**config.mk**
```make
export PLATFORM = sky130hd
export DESIGN_NAME = ahb_slave_if
export DESIGN_NICKNAME = d
export VERILOG_FILES = /design/src/rtl/ahb_pkg.sv /design/src/rtl/ahb_burst_addr.sv /design/src/rtl/ahb_slave_if.sv
export SDC_FILE = /design/constraint.sdc
export NUM_CORES = 1
export LEC_CHECK = 0
export CELL_PAD_IN_SITES_DETAIL_PLACEMENT = 1
export CELL_PAD_IN_SITES_GLOBAL_PLACEMENT = 1
export CORE_MARGIN = 1
export CORE_UTILIZATION = 27
export DETAILED_ROUTE_END_ITERATION = 6
export PLACE_DENSITY = 0.73
export SLEW_MARGIN = 20
export SYNTH_ARGS = -nofsm -noshare
export SYNTH_HDL_FRONTEND = slang
export SYNTH_SLANG_ARGS = --single-unit
export TNS_END_PERCENT = 10
```
**constraint.sdc**
```tcl
create_clock -name clk -period 6.56 [get_ports clk]
set_input_delay 0.984 -clock clk [delete_from_list [all_inputs] [get_ports clk]]
set_output_delay 0.984 -clock clk [all_outputs]
set_load 0.02 [all_outputs]
```
**src/rtl/ahb_pkg.sv**
```systemverilog
// Shared AHB-Lite encodings and small burst helpers used by the subordinate
// front-end and its burst address calculator.
package ahb_pkg;

  typedef enum logic [1:0] {
    HTRANS_IDLE   = 2'd0,
    HTRANS_BUSY   = 2'd1,
    HTRANS_NONSEQ = 2'd2,
    HTRANS_SEQ    = 2'd3
  } htrans_e;

  typedef enum logic [2:0] {
    HBURST_SINGLE = 3'd0,
    HBURST_INCR   = 3'd1,
    HBURST_WRAP4  = 3'd2,
    HBURST_INCR4  = 3'd3,
    HBURST_WRAP8  = 3'd4,
    HBURST_INCR8  = 3'd5,
    HBURST_WRAP16 = 3'd6,
    HBURST_INCR16 = 3'd7
  } hburst_e;

  typedef enum logic [2:0] {
    HSIZE_BYTE  = 3'd0,
    HSIZE_HALF  = 3'd1,
    HSIZE_WORD  = 3'd2,
    HSIZE_DWORD = 3'd3,
    HSIZE_4W    = 3'd4,
    HSIZE_8W    = 3'd5,
    HSIZE_16W   = 3'd6,
    HSIZE_32W   = 3'd7
  } hsize_e;

  typedef enum logic [1:0] {
    ST_IDLE   = 2'd0,
    ST_ACCESS = 2'd1,
    ST_ERR1   = 2'd2,
    ST_ERR2   = 2'd3
  } state_e;

  // Number of beats in a burst; 0 means undefined-length INCR.
  function automatic logic [4:0] burst_len(input logic [2:0] burst);
    logic [4:0] len;
    case (burst)
      HBURST_SINGLE:                len = 5'd1;
      HBURST_INCR:                  len = 5'd0;
      HBURST_WRAP4, HBURST_INCR4:   len = 5'd4;
      HBURST_WRAP8, HBURST_INCR8:   len = 5'd8;
      default:                      len = 5'd16;
    endcase
    return len;
  endfunction

  function automatic logic burst_is_wrap(input logic [2:0] burst);
    return (burst == HBURST_WRAP4) || (burst == HBURST_WRAP8) ||
           (burst == HBURST_WRAP16);
  endfunction

endpackage

```
**src/rtl/ahb_burst_addr.sv**
```systemverilog
// Combinational next-beat address for an open burst, plus the wrap window mask
// (zero for incrementing bursts).
module ahb_burst_addr
  import ahb_pkg::*;
#(
  parameter int ADDR_WIDTH = 32
) (
  input  logic [ADDR_WIDTH-1:0] prev_addr,
  input  logic [2:0]            size,
  input  logic [2:0]            burst,
  output logic [ADDR_WIDTH-1:0] next_addr,
  output logic [ADDR_WIDTH-1:0] wrap_mask
);

  logic [ADDR_WIDTH-1:0] step;
  logic [ADDR_WIDTH-1:0] span;
  logic [ADDR_WIDTH-1:0] incr_addr;
  logic                  is_wrap;

  assign step      = ADDR_WIDTH'(1) << size;
  assign span      = ADDR_WIDTH'(burst_len(burst)) << size;
  assign is_wrap   = burst_is_wrap(burst);
  assign wrap_mask = is_wrap ? (span - ADDR_WIDTH'(1)) : '0;
  assign incr_addr = prev_addr + step;

  // Wrapping bursts keep the upper bits and let only the in-window offset roll over.
  assign next_addr = is_wrap ? ((prev_addr & ~wrap_mask) | (incr_addr & wrap_mask))
                             : incr_addr;

endmodule

```
**src/rtl/ahb_slave_if.sv**
```systemverilog
// AHB-Lite subordinate front-end: each accepted beat becomes a local valid/ready
// request; protocol violations and local errors produce a two-cycle ERROR.
module ahb_slave_if
  import ahb_pkg::*;
#(
  parameter int ADDR_WIDTH = 32,
  parameter int DATA_WIDTH = 32
) (
  input  logic                  clk,
  input  logic                  rst,
  input  logic                  hsel,
  input  logic [ADDR_WIDTH-1:0] haddr,
  input  logic [1:0]            htrans,
  input  logic                  hwrite,
  input  logic [2:0]            hsize,
  input  logic [2:0]            hburst,
  input  logic [DATA_WIDTH-1:0] hwdata,
  input  logic                  hready,
  output logic                  hreadyout,
  output logic                  hresp,
  output logic [DATA_WIDTH-1:0] hrdata,
  output logic                  valid,
  output logic [ADDR_WIDTH-1:0] addr,
  output logic                  write,
  output logic [2:0]            size,
  output logic [2:0]            burst,
  output logic [DATA_WIDTH-1:0] wdata,
  input  logic                  ready,
  input  logic [DATA_WIDTH-1:0] rdata,
  input  logic                  slave_error
);

  localparam logic [2:0] MAX_SIZE = 3'($clog2(DATA_WIDTH / 8));

  state_e                state_reg, state_next;
  logic                  valid_reg, valid_next;
  logic [ADDR_WIDTH-1:0] addr_reg, addr_next;
  logic                  write_reg, write_next;
  logic [2:0]            size_reg, size_next;
  logic [2:0]            burst_reg, burst_next;
  logic [DATA_WIDTH-1:0] hrdata_reg, hrdata_next;
  logic                  open_reg, open_next;
  logic [4:0]            beat_cnt_reg, beat_cnt_next;

  logic [ADDR_WIDTH-1:0] exp_addr;
  logic [ADDR_WIDTH-1:0] wrap_mask;
  logic [ADDR_WIDTH-1:0] align_mask;
  logic                  sample;
  logic                  is_beat;
  logic                  is_nonseq;
  logic                  is_seq;
  logic                  size_bad;
  logic                  align_bad;
  logic                  wrap_escape;
  logic                  seq_bad;
  logic                  beat_ok;
  logic [4:0]            new_cnt;
  logic [4:0]            new_len;

  ahb_burst_addr #(
    .ADDR_WIDTH(ADDR_WIDTH)
  ) u_burst_addr (
    .prev_addr(addr_reg),
    .size     (size_reg),
    .burst    (burst_reg),
    .next_addr(exp_addr),
    .wrap_mask(wrap_mask)
  );

  // Low-order address bits that must be zero for a beat of size hsize.
  for (genvar gi = 0; gi < ADDR_WIDTH; gi++) begin : g_align
    assign align_mask[gi] = (int'(hsize) > gi);
  end

  assign sample      = ((state_reg == ST_IDLE) || (state_reg == ST_ERR2)) && hsel && hready;
  assign is_nonseq   = (htrans == HTRANS_NONSEQ);
  assign is_seq      = (htrans == HTRANS_SEQ);
  assign is_beat     = is_nonseq || is_seq;
  assign size_bad    = (hsize > MAX_SIZE);
  assign align_bad   = |(haddr & align_mask);
  assign wrap_escape = burst_is_wrap(burst_reg) && (|((haddr ^ addr_reg) & ~wrap_mask));
  assign seq_bad     = is_seq && (!open_reg || (haddr != exp_addr) || wrap_escape);
  assign beat_ok     = !(size_bad || align_bad || seq_bad);
  assign new_cnt     = is_nonseq ? 5'd1 : (beat_cnt_reg + 5'd1);
  assign new_len     = is_nonseq ? burst_len(hburst) : burst_len(burst_reg);

  always_comb begin
    state_next    = state_reg;
    valid_next    = valid_reg;
    addr_next     = addr_reg;
    write_next    = write_reg;
    size_next     = size_reg;
    burst_next    = burst_reg;
    hrdata_next   = hrdata_reg;
    open_next     = open_reg;
    beat_cnt_next = beat_cnt_reg;
    case (state_reg)
      ST_IDLE, ST_ERR2: begin
        state_next = ST_IDLE;
        if (sample) begin
          if (is_beat) begin
            if (beat_ok) begin
              state_next    = ST_ACCESS;
              valid_next    = 1'b1;
              addr_next     = haddr;
              write_next    = hwrite;
              size_next     = hsize;
              burst_next    = hburst;
              beat_cnt_next = new_cnt;
              // Fixed-length bursts close on their final beat; INCR stays open.
              open_next     = (new_len == 5'd0) || (new_cnt != new_len);
            end else begin
              state_next = ST_ERR1;
              open_next  = 1'b0;
            end
          end else if (htrans == HTRANS_IDLE) begin
            open_next = 1'b0;
          end
        end
      end
      ST_ACCESS: begin
        if (ready) begin
          valid_next = 1'b0;
          if (slave_error) begin
            state_next = ST_ERR1;
            open_next  = 1'b0;
          end else begin
            state_next = ST_IDLE;
            if (!write_reg) begin
              hrdata_next = rdata;
            end
          end
        end
      end
      ST_ERR1: begin
        state_next = ST_ERR2;
      end
      default: begin
        state_next = ST_IDLE;
      end
    endcase
  end

  always_ff @(posedge clk) begin
    if (rst) begin
      state_reg    <= ST_IDLE;
      valid_reg    <= 1'b0;
      addr_reg     <= '0;
      write_reg    <= 1'b0;
      size_reg     <= '0;
      burst_reg    <= '0;
      hrdata_reg   <= '0;
      open_reg     <= 1'b0;
      beat_cnt_reg <= '0;
    end else begin
      state_reg    <= state_next;
      valid_reg    <= valid_next;
      addr_reg     <= addr_next;
      write_reg    <= write_next;
      size_reg     <= size_next;
      burst_reg    <= burst_next;
      hrdata_reg   <= hrdata_next;
      open_reg     <= open_next;
      beat_cnt_reg <= beat_cnt_next;
    end
  end

  // Response signals decode straight from the state register, so ready never
  // reaches hreadyout combinationally.
  assign hreadyout = (state_reg == ST_IDLE) || (state_reg == ST_ERR2);
  assign hresp     = (state_reg == ST_ERR1) || (state_reg == ST_ERR2);
  assign hrdata    = hrdata_reg;
  assign valid     = valid_reg;
  assign addr      = addr_reg;
  assign write     = write_reg;
  assign size      = size_reg;
  assign burst     = burst_reg;
  assign wdata     = hwdata;

endmodule

```
==> summary.log, run 1 <==
qor: logic_synthesis.synthesis.area_per_instance 8.132 µm²
qor: logic_synthesis.post-synth-top-area-fraction 26.72%
qor: drt.drt_iter0_drc 269
qor: final_layout.antenna_cells 0
qor: final_layout.fin_util 35.37%
qor: logic_synthesis.async_reset_ff_share 0%
qor: logic_synthesis.adder_and_majority_cell_fraction_of_the_synthesized_area 3.257%
qor: logic_synthesis.ys_types 87
qor: timing.setup_violations 0
qor: floorplan.coreArea 0.02182 mm²
qor: logic_synthesis.ys_ff_latch 80
qor: grt.grt_start_max_net_pins 47
qor: power_and_ir_drop.p_switching 0.3274 mW
qor: power_and_ir_drop.p_clk_share 43.8%
qor: grt.track_usage 17.72%
qor: timing.layout_setup_ws 1.186 ns
qor: final_layout.layout.cells.most_common_list clkdlybuf4s50_1 (151), nand2_1 (85), dfxtp_1 (80)
qor: drt.finalWirelength 19750 µm
qor: placed_design.detailed_place_hpwl 15160 µm
qor: placed_design.globalplace.congestion 0.8984
qor: setup_path.worstPathRequired 6.77 ns
qor: power_and_ir_drop.power.ir.vdd_worst 0.1137 mV
qor: cts.hold_buf_cts 0
qor: cts.clock_latency_reported_for_the_late_side_of_the_worst_skew_pair 0.35 ns
qor: logic_synthesis.synthesis.area 0.005993 mm²
qor: placed_design.dpl_worst_slack 1.253 ns
qor: timing.timing.clock.skew 0.008846 ns
qor: drt.route.detailed.drc 0
qor: power_and_ir_drop.total_leakage_power 2.671 nW
qor: logic_synthesis.syn_inst 737
qor: power_and_ir_drop.report.power.total 1.163 mW
qor: floorplan.die_w 151.0 µm
qor: cts.worst_setup_hold_path_clk_slew 0.07 ns
qor: drt.routed_via_density 5.130
qor: drt.detailedRoute.firstPassIterationCount 4
qor: logic_synthesis.synth.area.mux_share 8.205%
qor: power_and_ir_drop.power_density 150.6 mW/mm²
qor: logic_synthesis.synth.top_cells.by_area dfxtp_1 (27%), mux2i_1 (8.0%), nand2_1 (5.3%)
qor: placed_design.placed_cells 1104
qor: cts.clock_root_cell clkbuf_16
qor: cts.tritoncts built
qor: timing.worst-slew-pin-transition 0.8349 ns
qor: setup_path.worst_ep_arrival_time 5.59 ns
qor: logic_synthesis.synth_flop_cell dfxtp_1
qor: drt.wl_per_cell 17.63 µm
qor: setup_path.slowest_delay 0.85 ns
qor: timing.setup_total_negative_slack 0 ns
qor: final_layout.stdcell_count 1120
qor: setup_path.regToRegStartpoint size[2]
qor: drt.detailroute.via_count 5746
qor: outcome.outcome complete, no violations
qor: hold_path.worstHoldPathType flop to flop
qor: logic_synthesis.count_of_flip_flops_with_a_built_in_enable_after_synthesis 0
qor: final_layout.final_nets 961
qor: logic_synthesis.synth-simple-area-share 24.28%
qor: final_layout.layout-drive-gt1-share 6.548%
qor: grt.grt_pass1_wl 31570 µm
qor: power_and_ir_drop.power_frac_comb 13.5%
qor: floorplan.fp.dieArea 0.02280 mm²
qor: logic_synthesis.synth_compound_gate_area_share 19.42%
qor: timing.timing.final.hold_violations 0
qor: drt.route.antenna.remaining_nets 0
qor: grt.antenna_found_initial 0
qor: power_and_ir_drop.power_report.internal_total 0.8356 mW
qor: floorplan.start_util 27.46%
qor: logic_synthesis.synthXorXnorAreaFrac 8.455%
qor: setup_path.critPathKind flop to flop
qor: floorplan.io_pins 217
qor: final_layout.most_common_cell_after_layout_fill_and_taps_aside clkdlybuf4s50_1
qor: setup_path.end_kind flop
qor: timing.max_slew_margin 44.27%
qor: grt.grt_overflow_total 0
qor: floorplan.dieHeight 151.0 µm
qor: timing.finalCriticalPeriod 5.374 ns
qor: setup_path.crit_path_max_fanout 26
qor: grt.first_global_vias 5838
qor: final_layout.final.fill_count 2584
qor: run.drv.max_cap_violation_count 0
qor: placed_design.port_buffers 152
qor: timing.finalMaxSlewViolations 0
qor: timing.fmaxAchievable 186.1 MHz
qor: logic_synthesis.synth_sequential_area_ratio 26.72%
qor: logic_synthesis.synth_fp_nets 863
qor: setup_path.cp_cell_sequence inv_1 > nand2_1 > inv_1 > ha_1 > fa_1 > a211oi_1 > o21ai_1 > and2_1 > nand3_1 > o221ai_1 > a2111oi_0 > and4b_1 > a21o_2 > buf_12 > mux2i_1 > nor2_1
qor: setup_path.worst_path_max_delay_cell dfxtp_1
qor: timing.rsz0062_at_grt no
qor: hold_path.worst_min_delay_path_startpoint hrdata[22]
qor: setup_path.critPathLaunchType flop
qor: timing.period_share 81.92%
qor: power_and_ir_drop.switching_share 28.15%
qor: cts.cts_repair_resize_count 0
qor: cts.numClockSinks 80
qor: cts.post-cts-setup-buffers 0
qor: power_and_ir_drop.share_seq_of_total_power 42.6%
qor: final_layout.area.growth.synth_to_final 28.81%
qor: logic_synthesis.synth.largest_area_cell dfxtp_1
qor: cts.tritoncts_buffers 9
qor: floorplan.count_of_standard_cell_rows 54
qor: logic_synthesis.yosysWarningCount 0
qor: cts.htree_levels 3
qor: cts.clock_tree.buffer_depth 2
qor: setup_path.crit_path_frequent_cell inv_1
qor: logic_synthesis.synth_top_family_by_area simple AND/OR/NAND/NOR gates
qor: setup_path.critical_path.startpoint size[2]
==> area by class of cell <==
type	instances	area, µm²	share of cell area (%)
multi-input combinational	565	3819	49.47
sequential	80	1602	20.75
timing repair buffer	161	1597	20.68
tap	280	350.3	4.538
clock buffer	9	225.2	2.917
inverter	18	67.56	0.8752
clock inverter	7	60.06	0.7780
==> critical path: cells and delay by family (launching register included) <==
family | cells | cell delay [ns]
fa+ha+maj | 2 | 0.62
flops | 1 | 0.85
compound gates | 5 | 1.74
buf+inv | 3 | 0.75
mux | 1 | 0.24
simple gates | 5 | 1.00
==> per-layer routing <==
metal / vias to the layer above / global-route usage, % / share of wire (%)
li1: 2815 / - / -
met1: 2751 / 22.13 / 45
met2: 152 / 28.37 / 45
met3: 28 / 6.235 / 8.1
met4: 0 / 5.450 / 2.0
met5: - / 0 / 0
==> metrics by stage <==
stage	area, µm²	hold WS, ns
after global routing	7720	0.4790
after global placement	7435	0.4416
final	7720	0.4527
after CTS	7720	0.4582
after detailed placement	7435	0.4478
after floorplan	5993	0.4719
==> synthesized netlist by cell type (4+ instances only) <==
cell and number:
nand3_1 20, and2_1 6, ha_1 14, nor3b_1 7, nand2_1 85, xor2_1 28, o21ai_0 18, nor2_1 65
dfxtp_1 80, clkbuf_1 20, a21o_1 4, and4_1 8, o21ai_1 4, or4_1 4, o211ai_1 4, inv_1 18
and3_1 11, a31oi_1 4, a211o_1 8, nor4_1 6, buf_4 37, a211oi_1 10, mux2i_1 48, buf_6 7
a21oi_1 55, buf_2 8, nand2b_1 12, o22ai_1 5, nor3_1 16, nor2b_1 5, a2111oi_0 4, nand4_1 12
xnor2_1 28
==> path summary, 6_finish.rpt <==
kind,depth (start not counted),end,slack (ns)
min reg2reg,2,hrdata[22],0.45
max,16,addr[6],1.19
min,2,hrdata[22],0.45
max reg2reg,16,addr[6],1.19
==> power by group through the flow <==
| stage | registers (mW) | logic, mW | clock network, mW |
|---|---|---|---|
| floorplan | 0.509 | 0.0974 | 0 |
| global placement | 0.507 | 0.156 | 0 |
| detailed placement | 0.507 | 0.158 | 0 |
| CTS | 0.496 | 0.158 | 0.524 |
| global route | 0.497 | 0.170 | 0.541 |
| finish | 0.496 | 0.157 | 0.510 |
==> logic make-up after synthesis <==
| group | Yosys count |
|---|---|
| and+or+nand+nor | 281 |
| AOI/OAI and AO/OA | 163 |
| xor gates and xnor gates | 57 |
| buffers and inverters | 92 |
| DFF | 80 |
| adders and majority gates | 15 |
| muxes | 49 |
(Power assumes the default switching activity.)
==> inputs of run 2 (changes only) <==
- clock period: 6.56 -> 5.4 ns (I/O delays scaled with it)
==> summary.log, run 2 (synthesized netlist as in run 1, its figures left out) <==
qor: outcome.outcome complete, no violations
qor: grt.grt_pass1_wl 31760 µm
qor: placed_design.detailed_place_hpwl 15240 µm
qor: setup_path.worstPathRequired 5.63 ns
qor: drt.wl_per_cell 17.85 µm
qor: drt.routed_via_density 5.155
qor: timing.setup_violations 0
qor: final_layout.layout.cells.most_common_list clkdlybuf4s50_1 (151), nand2_1 (85), dfxtp_1 (79)
qor: drt.route.antenna.remaining_nets 0
qor: final_layout.stdcell_count 1123
qor: floorplan.die_w 151.0 µm
qor: cts.htree_levels 3
qor: cts.clock_tree.buffer_depth 2
qor: cts.clock_root_cell clkbuf_16
qor: setup_path.critPathBufInv 2
qor: floorplan.io_pins 217
qor: setup_path.critPathKind flop to flop
qor: floorplan.count_of_standard_cell_rows 54
qor: cts.numClockSinks 80
qor: grt.grt_start_max_net_pins 67
qor: placed_design.port_buffers 152
qor: timing.timing.clock.skew 0.01426 ns
qor: cts.clock_latency_reported_for_the_late_side_of_the_worst_skew_pair 0.36 ns
qor: final_layout.layout-drive-gt1-share 6.999%
qor: cts.worst_setup_hold_path_clk_slew 0.07 ns
qor: setup_path.slowest_delay 0.58 ns
qor: setup_path.end_kind flop
qor: setup_path.cp_cell_sequence nor2_1 > nand2_1 > inv_1 > ha_1 > fa_1 > a211oi_1 > o21ai_1 > and2_1 > nand3_1 > o221ai_1 > a2111oi_0 > and4b_1 > a21o_2 > buf_4 > mux2i_1 > nor2_1
qor: timing.finalCriticalPeriod 4.667 ns
qor: power_and_ir_drop.total_leakage_power 2.688 nW
qor: floorplan.dieHeight 151.0 µm
qor: timing.finalMaxSlewViolations 0
qor: placed_design.placed_cells 1107
qor: drt.route.detailed.drc 0
qor: hold_path.whs_path_depth 2
qor: setup_path.critical_path_depth 16
qor: cts.tritoncts_buffers 9
qor: drt.detailroute.via_count 5789
qor: timing.period_share 86.43%
qor: setup_path.crit_path_max_fanout 24
qor: power_and_ir_drop.report.power.total 1.428 mW
qor: drt.finalWirelength 20040 µm
qor: grt.first_global_vias 5867
qor: setup_path.critPathLaunchType flop
qor: placed_design.globalplace.congestion 0.8491
qor: grt.grt_overflow_total 0
qor: setup_path.worst_ep_arrival_time 4.90 ns
qor: timing.max_slew_margin 48.98%
qor: floorplan.start_util 27.46%
qor: timing.worst-slew-pin-transition 0.7653 ns
qor: drt.drt_iter0_drc 283
qor: setup_path.crit_family compound AO/OA/AOI/OAI gates
qor: timing.rsz0062_at_grt no
qor: final_layout.final_nets 964
qor: run.drv.max_cap_violation_count 0
qor: setup_path.crit_path_frequent_cell nor2_1
qor: timing.setup_total_negative_slack 0 ns
qor: final_layout.antenna_cells 0
qor: power_and_ir_drop.power.ir.vdd_worst 0.1400 mV
qor: timing.fmaxAchievable 214.3 MHz
qor: cts.tritoncts built
qor: grt.antenna_found_initial 0
qor: cts.hold_buf_cts 0
qor: floorplan.coreArea 0.02182 mm²
qor: drt.detailedRoute.firstPassIterationCount 4
qor: floorplan.fp.dieArea 0.02280 mm²
qor: hold_path.worstHoldPathType flop to flop
qor: setup_path.worst_path_max_delay_cell dfxtp_2
qor: power_and_ir_drop.power_density 184.0 mW/mm²
qor: timing.timing.final.hold_violations 0
qor: setup_path.r2r.worst_path.cells 16
qor: final_layout.area.growth.synth_to_final 29.42%
qor: final_layout.most_common_cell_after_layout_fill_and_taps_aside clkdlybuf4s50_1
qor: grt.track_usage 17.85%
## run 2: through the flow
step / setup slack, ns / cell area, µm² / hold slack, ns / util (%)
floorplan: 1.366 / 5993 / 0.4719 / -
global placement: 0.6272 / 7457 / 0.4405 / 34.17
detailed placement: 0.5135 / 7457 / 0.4492 / 34.17
CTS: 0.4846 / 7755 / 0.4575 / 35.53
global route: 0.2625 / 7756 / 0.4675 / 35.54
finish: 0.7329 / 7756 / 0.4564 / 35.54
## run 2: what timing repair did
item                       CTS  global route
setup endpoints to repair    0             9
gates resized for setup      0             1
setup buffers                0             0
## run 2: worst paths after layout
path	end	slack (ns)	start
min reg2reg	hrdata[12]	0.46	hrdata[12]
min	hrdata[12]	0.46	hrdata[12]
max	burst[0]	0.73	size[0]
max reg2reg	burst[0]	0.73	size[0]
## run 2: area by class of cell
class | instances | area [µm²]
sequential | 80 | 1603
multi-input combinational | 565 | 3819
inverter | 18 | 67.56
fill | 2602 | 14070
clock inverter | 7 | 72.57
timing repair buffer | 164 | 1619
clock buffer | 9 | 225.2
tap | 280 | 350.3
## run 2: metal layers
layer	vias up	track usage, %	part of all wire (%)
met1	2779	23.01	45
met3	23	5.542	7.5
met4	0	4.850	1.7
met2	166	28.53	45
li1	2821	-	-
met5	-	0	0
## run 2: worst min-delay path: cells and delay by family (launching register included)
| kind | cells | cell delay [ns] |
|---|---|---|
| compound gates | 1 | 0.05 |
| flops | 1 | 0.31 |
| simple gates | 1 | 0.05 |
## run 2: report_power, final
part / internal (mW) / switching (mW)
clock network: 0.328 / 0.304
logic: 0.0984 / 0.0943
registers: 0.595 / 0.00837
total: 1.02 / 0.407
